File: src/rtl/sampler_readout_ctrl_if.sv
// sampler_readout_ctrl_if: command, sampler read port and output stream of the readout sequencer
interface sampler_readout_ctrl_if #(
  parameter int DATA_WIDTH = 32,
  parameter int CNT_WIDTH = 16
);
  logic start, abort;
  logic [CNT_WIDTH-1:0] nwords;
  logic trig;
  logic [DATA_WIDTH-1:0] smp_dout;
  logic smp_empty, smp_rden;
  logic [DATA_WIDTH-1:0] m_data;
  logic m_valid, m_last, m_ready;
  logic busy, done, timeout_err;
  modport master (
    input start, abort, nwords, smp_dout, smp_empty, m_ready,
    output trig, smp_rden, m_data, m_valid, m_last, busy, done, timeout_err
  );
  modport slave (
    output start, abort, nwords, smp_dout, smp_empty, m_ready,
    input trig, smp_rden, m_data, m_valid, m_last, busy, done, timeout_err
  );
endinterface

File: src/rtl/sampler_readout_ctrl.sv
// sampler_readout_ctrl: triggers the snapshot sampler, then drains it as a header/data/trailer frame
module sampler_readout_ctrl #(
  parameter int DATA_WIDTH = 32,
  parameter int CNT_WIDTH = 16,
  parameter int TRIG_CYCLES = 8,
  parameter int FILL_WAIT = 1024,
  parameter int TIMEOUT = 65535,
  parameter logic [15:0] HEADER_TAG = 16'h5A5A
) (
  input logic CLK,
  input logic RESET,
  sampler_readout_ctrl_if.master bus
);
  typedef enum logic [2:0] {S_IDLE, S_TRIG, S_FILL, S_HDR, S_DATA, S_TRL, S_DONE} state_t;
  state_t r_state;
  logic [CNT_WIDTH-1:0] r_nwords, r_rem, r_rd;
  logic [31:0] r_tmr;
  logic r_trig, r_m_valid, r_m_last, r_done, r_to, r_terr;
  logic [DATA_WIDTH-1:0] r_m_data;
  logic w_rden, w_hs;
  logic [DATA_WIDTH-1:0] w_hdr, w_trl;
  assign w_hs = r_m_valid && bus.m_ready;
  // pop only when the output register is free or being emptied this cycle
  assign w_rden = (r_state == S_DATA) && !bus.abort && !r_to && !bus.smp_empty &&
                  (r_rem != '0) && (!r_m_valid || bus.m_ready);
  assign w_hdr = DATA_WIDTH'({HEADER_TAG, 16'(r_nwords)});
  assign w_trl = DATA_WIDTH'({8'hA5, 7'b0, r_to, 16'(r_rd)});
  assign bus.trig = r_trig;
  assign bus.smp_rden = w_rden;
  assign bus.m_data = r_m_data;
  assign bus.m_valid = r_m_valid;
  assign bus.m_last = r_m_last;
  assign bus.busy = r_state != S_IDLE;
  assign bus.done = r_done;
  assign bus.timeout_err = r_terr;
  always_ff @(posedge CLK or posedge RESET) begin
    if (RESET) begin
      r_state <= S_IDLE;
      r_nwords <= '0;
      r_rem <= '0;
      r_rd <= '0;
      r_tmr <= '0;
      r_trig <= 1'b0;
      r_m_valid <= 1'b0;
      r_m_last <= 1'b0;
      r_done <= 1'b0;
      r_to <= 1'b0;
      r_terr <= 1'b0;
      r_m_data <= '0;
    end else if (bus.abort) begin
      r_state <= S_IDLE;
      r_trig <= 1'b0;
      r_m_valid <= 1'b0;
      r_m_last <= 1'b0;
      r_done <= 1'b0;
    end else begin
      case (r_state)
        S_IDLE: if (bus.start) begin
          r_state <= S_TRIG;
          r_trig <= 1'b1;
          r_tmr <= '0;
          r_nwords <= bus.nwords;
          r_rem <= bus.nwords;
          r_rd <= '0;
          r_to <= 1'b0;
          r_terr <= 1'b0;
        end
        S_TRIG: if (r_tmr == TRIG_CYCLES - 1) begin
          r_state <= S_FILL;
          r_trig <= 1'b0;
          r_tmr <= '0;
        end else r_tmr <= r_tmr + 1;
        S_FILL: if (r_tmr == FILL_WAIT - 1) begin
          r_state <= S_HDR;
          r_m_valid <= 1'b1;
          r_m_data <= w_hdr;
          r_tmr <= '0;
        end else r_tmr <= r_tmr + 1;
        S_HDR: if (w_hs) begin
          r_tmr <= '0;
          if (r_nwords == '0) begin
            r_state <= S_TRL;
            r_m_data <= w_trl;
            r_m_last <= 1'b1;
          end else begin
            r_state <= S_DATA;
            r_m_valid <= 1'b0;
          end
        end
        S_DATA: if (w_rden) begin
          r_m_data <= bus.smp_dout;
          r_m_valid <= 1'b1;
          r_rem <= r_rem - 1'b1;
          r_rd <= r_rd + 1'b1;
          r_tmr <= '0;
        end else begin
          if (w_hs) r_m_valid <= 1'b0;
          // trailer reuses the output register as soon as the last data word leaves
          if ((r_rem == '0 || r_to) && (!r_m_valid || bus.m_ready)) begin
            r_state <= S_TRL;
            r_m_data <= w_trl;
            r_m_valid <= 1'b1;
            r_m_last <= 1'b1;
          end else if (r_tmr == TIMEOUT - 1) begin
            r_to <= 1'b1;
            r_terr <= 1'b1;
          end else r_tmr <= r_tmr + 1;
        end
        S_TRL: if (w_hs) begin
          r_state <= S_DONE;
          r_m_valid <= 1'b0;
          r_m_last <= 1'b0;
          r_done <= 1'b1;
        end
        S_DONE: begin
          r_state <= S_IDLE;
          r_done <= 1'b0;
        end
        default: r_state <= S_IDLE;
      endcase
    end
  end
endmodule

File: src/flat_wrapper.sv
// flat-port wrapper written by rule: the top's interface ports become plain ports
module sampler_readout_ctrl_flat 
#(
  parameter int DATA_WIDTH = 32,
  parameter int CNT_WIDTH = 16,
  parameter int TRIG_CYCLES = 8,
  parameter int FILL_WAIT = 1024,
  parameter int TIMEOUT = 65535,
  parameter logic [15:0] HEADER_TAG = 16'h5A5A
)
  (CLK, RESET, bus_start, bus_abort, bus_nwords, bus_smp_dout, bus_smp_empty, bus_m_ready, bus_trig, bus_smp_rden, bus_m_data, bus_m_valid, bus_m_last, bus_busy, bus_done, bus_timeout_err);
  sampler_readout_ctrl_if #(.DATA_WIDTH(DATA_WIDTH), .CNT_WIDTH(CNT_WIDTH)) bus_i ();
  input logic CLK;
  input logic RESET;
  input wire logic [$bits(bus_i.start)-1:0] bus_start;
  input wire logic [$bits(bus_i.abort)-1:0] bus_abort;
  input wire logic [$bits(bus_i.nwords)-1:0] bus_nwords;
  input wire logic [$bits(bus_i.smp_dout)-1:0] bus_smp_dout;
  input wire logic [$bits(bus_i.smp_empty)-1:0] bus_smp_empty;
  input wire logic [$bits(bus_i.m_ready)-1:0] bus_m_ready;
  output wire logic [$bits(bus_i.trig)-1:0] bus_trig;
  output wire logic [$bits(bus_i.smp_rden)-1:0] bus_smp_rden;
  output wire logic [$bits(bus_i.m_data)-1:0] bus_m_data;
  output wire logic [$bits(bus_i.m_valid)-1:0] bus_m_valid;
  output wire logic [$bits(bus_i.m_last)-1:0] bus_m_last;
  output wire logic [$bits(bus_i.busy)-1:0] bus_busy;
  output wire logic [$bits(bus_i.done)-1:0] bus_done;
  output wire logic [$bits(bus_i.timeout_err)-1:0] bus_timeout_err;
  assign bus_i.start = bus_start;
  assign bus_i.abort = bus_abort;
  assign bus_i.nwords = bus_nwords;
  assign bus_i.smp_dout = bus_smp_dout;
  assign bus_i.smp_empty = bus_smp_empty;
  assign bus_i.m_ready = bus_m_ready;
  assign bus_trig = bus_i.trig;
  assign bus_smp_rden = bus_i.smp_rden;
  assign bus_m_data = bus_i.m_data;
  assign bus_m_valid = bus_i.m_valid;
  assign bus_m_last = bus_i.m_last;
  assign bus_busy = bus_i.busy;
  assign bus_done = bus_i.done;
  assign bus_timeout_err = bus_i.timeout_err;
  sampler_readout_ctrl #(.DATA_WIDTH(DATA_WIDTH), .CNT_WIDTH(CNT_WIDTH), .TRIG_CYCLES(TRIG_CYCLES), .FILL_WAIT(FILL_WAIT), .TIMEOUT(TIMEOUT), .HEADER_TAG(HEADER_TAG)) u_core (.CLK(CLK), .RESET(RESET), .bus(bus_i));
endmodule
File: config.mk
export PLATFORM = sky130hd
export DESIGN_NAME = sampler_readout_ctrl_flat
export DESIGN_NICKNAME = d
export VERILOG_FILES = /design/src/rtl/sampler_readout_ctrl_if.sv /design/src/rtl/sampler_readout_ctrl.sv /design/src/flat_wrapper.sv
export SDC_FILE = /design/constraint.sdc
export NUM_CORES = 1
export LEC_CHECK = 0
export ABC_AREA = 1
export CAP_MARGIN = 15
export CORE_MARGIN = 4
export CORE_UTILIZATION = 47
export CTS_BUF_LIST = sky130_fd_sc_hd__clkbuf_8
export CTS_CLUSTER_DIAMETER = 100
export DETAILED_ROUTE_END_ITERATION = 10
export HOLD_SLACK_MARGIN = 0.12
export PLACE_DENSITY = 0.69
export SLEW_MARGIN = 10
export SYNTH_ARGS = -nofsm -noshare
export SYNTH_HDL_FRONTEND = slang
export SYNTH_SLANG_ARGS = --single-unit
File: constraint.sdc
create_clock -name CLK -period 6.2 [get_ports CLK]
set_input_delay 1.24 -clock CLK [delete_from_list [all_inputs] [get_ports CLK]]
set_output_delay 1.24 -clock CLK [all_outputs]
set_load 0.005 [all_outputs]
==> impl_metrics.ini, run 1 <==
[synthesis]
ys_seq_area_share_pct = 37.4
yosysMostFrequentCell = nand2_1
synthTopCellsByCount = nand2_1, nand3_1, nor2_1
synth.distinct_cells = 39
synthTopCellsByArea = dfrtp_1, nand2_1, nand3_1, nor2_1, inv_1
synth_edf_count = 0
synthArstFlopShare_pct = 100
syn-num-nets = 1288
synthCells = 1230
synth_top_cell_area_share_pct = 37.4
synth_top_flop_cell = dfrtp_1
yosysWarnings = 0
synth.largest_area_cell = dfrtp_1
syn_area_mm2 = 0.00803
syn_area_per_cell_um2 = 6.53
ys_seq_elements = 120

[global_routing]
grt_pass1_vias = 7247
grt_pass1_wl_um = 36100
grt_max_degree = 83
track_usage_pct = 22.7
grt_overflow_total = 0
antenna_found_initial = 0

[floorplanning]
initial_utilization_pct = 48.3
rows = 47
fp.coreArea_mm2 = 0.0166
die_w_um = 139
top_level_ports = 93
die_y_um = 139
dieArea_mm2 = 0.0192

[pwr]
net-switching-power_mw = 1.32
seqPwrFrac_pct = 37.2
comb_power_share_pct = 39.0
switching_share_pct = 41.5
p_clk_share_pct = 23.8
internal-power_mw = 1.86
finalPower_mw = 3.18
leakage_nw = 4.60
peakVddDrop_mv = 0.200
power_density_mw_per_mm2 = 335

[layout]
fillCellCount = 1684
nNetsFinal = 1362
antenna_cells = 0
drive_gt1_share_pct = 6.00
ff_latch_area_mm2 = 0.00300
fin_cells = 1537
multi_input_area_mm2 = 0.00440
area_growth_pct = 18.0

[placed_design]
place_congestion = 0.909
post-dp-hpwl_um = 15800
pre_cts_ws_ns = 1.58
dp.cells = 1504
port_buffers = 92

[routing]
final_antenna_net_count = 0
wire_per_inst_um = 14.3
first_iter_violations = 669
vias = 8002
drc = 0
drtPass1Iterations = 6
post_drt_via_cell_ratio = 5.21
wl_um = 22000

[timing]
rsz0062_at_grt = false
slew_headroom_pct = 28.3
fmax_mhz = 214
timing.final.crit_share_pct = 75.5
hold_ws_ns = 0.475
finalSetupViolations = 0
fin_crit_ns = 4.68
setup_slack_ns = 1.52
final_hold_viol_count = 0
final.setup_skew_ns = 0.0165
tightest_slew_ns = 1.07
fin_setup_tns_ns = 0
slew_violations = 0

[status]
status = finished clean

[critical_path]
required_ns = 4.96
cp_slowest_cell = clkdlybuf4s50_1
path_max_fanout = 30
critical_path_class = in -> out
arrival_ns = 3.44
endpoint_kind = output port
max_stage_delay_ns = 0.57
start_kind = primary input
path_cells = clkdlybuf4s50_1 > inv_1 > nand3_1 > nor2_2 > nand3_2 > inv_1 > buf_4 > clkdlybuf4s50_1

[cts]
ctsHoldBuffers = 0
h-tree-depth = 4
clkLatencyLatePin_ns = 0.46
clk_pin_slew_ns = 0.08
cts_made_buffers = 17
root_buffer = clkbuf_8
clkSinkCount = 120
cts_resized = 0
ctsLongestPathBuffers = 2
post_cts_buffers = 0
cts_tree = yes

[run]
maxCapViolations = 0

[worst_hold_path]
hold_class = reg -> reg
==> layer usage <==
layer  up-vias  GRT usage [%]  part of all wire, %
li1       4052              -                    -
met1      3644           32.5                   48
met2       272           34.6                   44
met3        34           4.69                  6.7
met4         0           7.31                  1.9
met5         -              0                    0
==> worst paths after layout <==
check                                      startpoint                    end  slack [ns]  cells after the start
worst min-delay path            u_core.bus.m_data[21]  u_core.bus.m_data[21]        0.47                      2
worst max-delay path                        bus_abort           bus_smp_rden        1.52                      8
max in group asynchronous                       RESET        u_core.r_rem[2]        4.25                      3
worst min register to register  u_core.bus.m_data[21]  u_core.bus.m_data[21]        0.47                      2
worst max register to register      u_core.r_state[0]      u_core.bus.m_last        3.23                     11
min in group asynchronous                       RESET        u_core.bus.done        1.10                      2
==> kinds of logic (layout without fill, tap and decap cells) <==
group                      after synthesis  after routing  share of synthesized area (%)
AOI/OAI and AO/OA                       86             86                           6.15
xor gates and xnor gates                32             32                           3.49
adders and majority gates                4              4                          0.623
buffers and inverters                  148            235                           7.87
DFF                                    120            120                           37.4
and+or+nand+nor                        840            840                           44.5
==> worst max-delay path, delay by kind of cell <==
| family | cells | cell delay, ns |
|---|---|---|
| buffers and inverters | 5 | 1.74 |
| and+or+nand+nor | 3 | 0.47 |
==> cells in the final DEF (no fill, tap or decap), types with 6 or more instances in the layout <==
cell type,instances
nor2_1,121
nand2_2,7
inv_6,9
nand3_1,139
o31ai_1,9
nand2_1,514
clkdlybuf4s50_1,92
xor2_1,27
nand4_1,28
dfrtp_1,120
inv_2,6
nor2_2,6
o21ai_0,39
inv_1,97
o21ai_1,12
a21oi_1,15
clkbuf_8,17
==> power groups by stage <==
stage	Clock, mW	Sequential [mW]	Combinational [mW]
4_1_cts	0.769	1.18	1.25
5_1_grt	0.806	1.21	1.40
3_5_place_dp	0	1.19	1.24
6_report	0.757	1.18	1.24
2_1_floorplan	0	1.16	0.832
3_3_place_gp	0	1.19	1.22
==> state kept, by name, summed over array words and instances, names as in the netlist <==
register	flops
u_core.bus.m_data	32
u_core.r_tmr	32
u_core.r_nwords	16
u_core.r_rd	16
u_core.r_rem	16
u_core.r_state	3
u_core.bus.done	1
u_core.bus.m_last	1
u_core.bus.m_valid	1
u_core.bus.trig	1
u_core.r_to	1
==> cell type report <==
type	count	area share, %
Sequential cell	120	31.7
Tap cell	220	2.91
Clock inverter	15	1.88
Inverter	105	4.21
Timing Repair Buffer	98	10.4
Multi-Input combinational cell	962	46.4
Clock buffer	17	2.47
==> stage by stage <==
stage	util (%)	instance area, um^2
after floorplan	-	8030
after global routing	56.9	9470
final	56.9	9470
after detailed placement	54.3	9030
after global placement	54.3	9030
after CTS	56.8	9450
Note: power is estimated with default switching activity, not from simulation.
==> inputs of run 2 (changes only) <==
--- a/config.mk
+++ b/config.mk
@@ -13,7 +13,7 @@
 export CTS_CLUSTER_DIAMETER = 100
 export DETAILED_ROUTE_END_ITERATION = 10
 export HOLD_SLACK_MARGIN = 0.12
-export PLACE_DENSITY = 0.69
+export PLACE_DENSITY = 0.71
 export SLEW_MARGIN = 10
 export SYNTH_ARGS = -nofsm -noshare
 export SYNTH_HDL_FRONTEND = slang
==> constraint.sdc (replaced) <==
create_clock -name CLK -period 4.17 [get_ports CLK]
set_input_delay 0.834 -clock CLK [delete_from_list [all_inputs] [get_ports CLK]]
set_output_delay 0.834 -clock CLK [all_outputs]
set_load 0.005 [all_outputs]
==> run 2 against run 1 <==
  * Total power up 52%
  * Count of clock-buffer cells in the layout up 2
  * Flip-flop and latch count unchanged
  * Via count up 0.81%
  * Critical path depth down 1
  * Clock skew down 0.0025 ns
  * Critical endpoint unchanged
  * Largest cell class unchanged
  * Highest routed layer unchanged
==> impl_metrics.ini, run 2 (synthesis results as in run 1) <==
[timing]
fmax_mhz = 304
final_hold_viol_count = 0
rsz0062_at_grt = false
slew_violations = 0
fin_crit_ns = 3.29
fin_setup_tns_ns = 0
finalSetupViolations = 0
slew_headroom_pct = 45.8
timing.final.crit_share_pct = 78.8
final.setup_skew_ns = 0.0140
tightest_slew_ns = 0.811

[critical_path]
start_kind = primary input
arrival_ns = 2.45
path_max_fanout = 6
timing.rr.start = u_core.r_rem[0]
cp-startpoint = bus_abort
critical_path_class = in -> out
endpoint_kind = output port
required_ns = 3.34

[floorplanning]
fp.coreArea_mm2 = 0.0166
die_w_um = 139
dieArea_mm2 = 0.0192
initial_utilization_pct = 48.3
top_level_ports = 93
die_y_um = 139
rows = 47

[layout]
nNetsFinal = 1365
antenna_cells = 0
fillCellCount = 1634
ff_latch_area_mm2 = 0.00300
multi_input_area_mm2 = 0.00440
layout_commonest_cell = nand2_1
drive_gt1_share_pct = 6.14
area_growth_pct = 18.7
final_cell_mix = nand2_1, nand3_1, nor2_1, dfrtp_1, inv_1

[cts]
clk_pin_slew_ns = 0.07
ctsHoldBuffers = 0
cts_resized = 0
ctsLongestPathBuffers = 2
cts_tree = yes
cts_made_buffers = 17
h-tree-depth = 4
clkLatencyLatePin_ns = 0.45
clkSinkCount = 120
post_cts_buffers = 0
root_buffer = clkbuf_8

[pwr]
finalPower_mw = 4.84
net-switching-power_mw = 1.88
seqPwrFrac_pct = 36.4
peakVddDrop_mv = 0.237
leakage_nw = 4.63
internal-power_mw = 2.95
p_clk_share_pct = 25.6
comb_power_share_pct = 38.1
switching_share_pct = 38.9
power_density_mw_per_mm2 = 507

[worst_hold_path]
worstHoldStart = u_core.bus.m_data[21]
hold_class = reg -> reg

[routing]
wire_per_inst_um = 14.3
post_drt_via_cell_ratio = 5.24
wl_um = 21900
final_antenna_net_count = 0
drc = 0
first_iter_violations = 713
vias = 8067
drtPass1Iterations = 5

[run]
maxCapViolations = 0

[global_routing]
grt_max_degree = 53
track_usage_pct = 22.6
grt_pass1_wl_um = 36500
antenna_found_initial = 0
grt_pass1_vias = 7213
grt_overflow_total = 0

[status]
status = finished clean

[placed_design]
port_buffers = 92
post-dp-hpwl_um = 15700
place_congestion = 0.919
## run 2: changes by cell type in the layout (fill, tap and decap cells not counted), moves of 2 or more
cell        before  now
inv_8            2    0
buf_4            5    8
clkbuf_8        17   19
inv_6            9    1
bufinv_16        2    5
clkinv_2         0    3
clkinvlp_4       1    3
## run 2: power groups by stage
stage / clock [mW] / sequential (mW) / combinational [mW]
finish: 1.24 / 1.76 / 1.84
global route: 1.31 / 1.80 / 2.07
CTS: 1.25 / 1.75 / 1.86
detailed placement: 0 / 1.77 / 1.84
global placement: 0 / 1.77 / 1.81
floorplan: 0 / 1.72 / 1.24
## run 2: critical path, stage by stage
cell and delay, ns:
clkdlybuf4s50_1 0.51, inv_1 0.12, nand3_1 0.12, nor2_2 0.17, nand3_2 0.10, inv_1 0.10, clkdlybuf4s50_1 0.50
## run 2: final cells by class
type / count / share of cell area (%)
multi-input cells: 962 / 46.1
clock buffers: 19 / 2.74
flip-flops and latches: 120 / 31.5
repair buffers: 101 / 10.5
well taps: 220 / 2.89
clock inverters: 12 / 2.06
inverters: 105 / 4.19
## run 2: routing by layer
metal  up-vias  GRT usage [%]  part of all wire [%]
met2       281           35.2                    44
met4         0           5.15                   1.1
met3        23           3.97                   6.3
li1       4060              -                     -
met1      3703           33.2                    48
met5         -              0                     0
## run 2: final timing paths
path,depth (start not counted),to,slack (ns)
max,7,bus_smp_rden,0.88
min,2,u_core.bus.m_data[21],0.48
max reg2reg,11,u_core.r_tmr[28],1.39
min reg2reg,2,u_core.bus.m_data[21],0.48
max in group asynchronous,3,u_core.r_tmr[7],2.59
min in group asynchronous,2,u_core.bus.done,0.84
## run 2: metrics by stage
stage	worst slack [ns]	utilization (%)	hold WS, ns	instance area [um^2]	std cells
finish	0.883	57.3	0.477	9540	1539
global route	0.798	57.3	0.496	9540	1539
CTS	0.900	57.3	0.480	9540	1539
detailed placement	0.879	54.5	0.462	9080	1508
global placement	0.940	54.5	0.456	9080	1508
floorplan	0.150	-	0.464	8030	1230
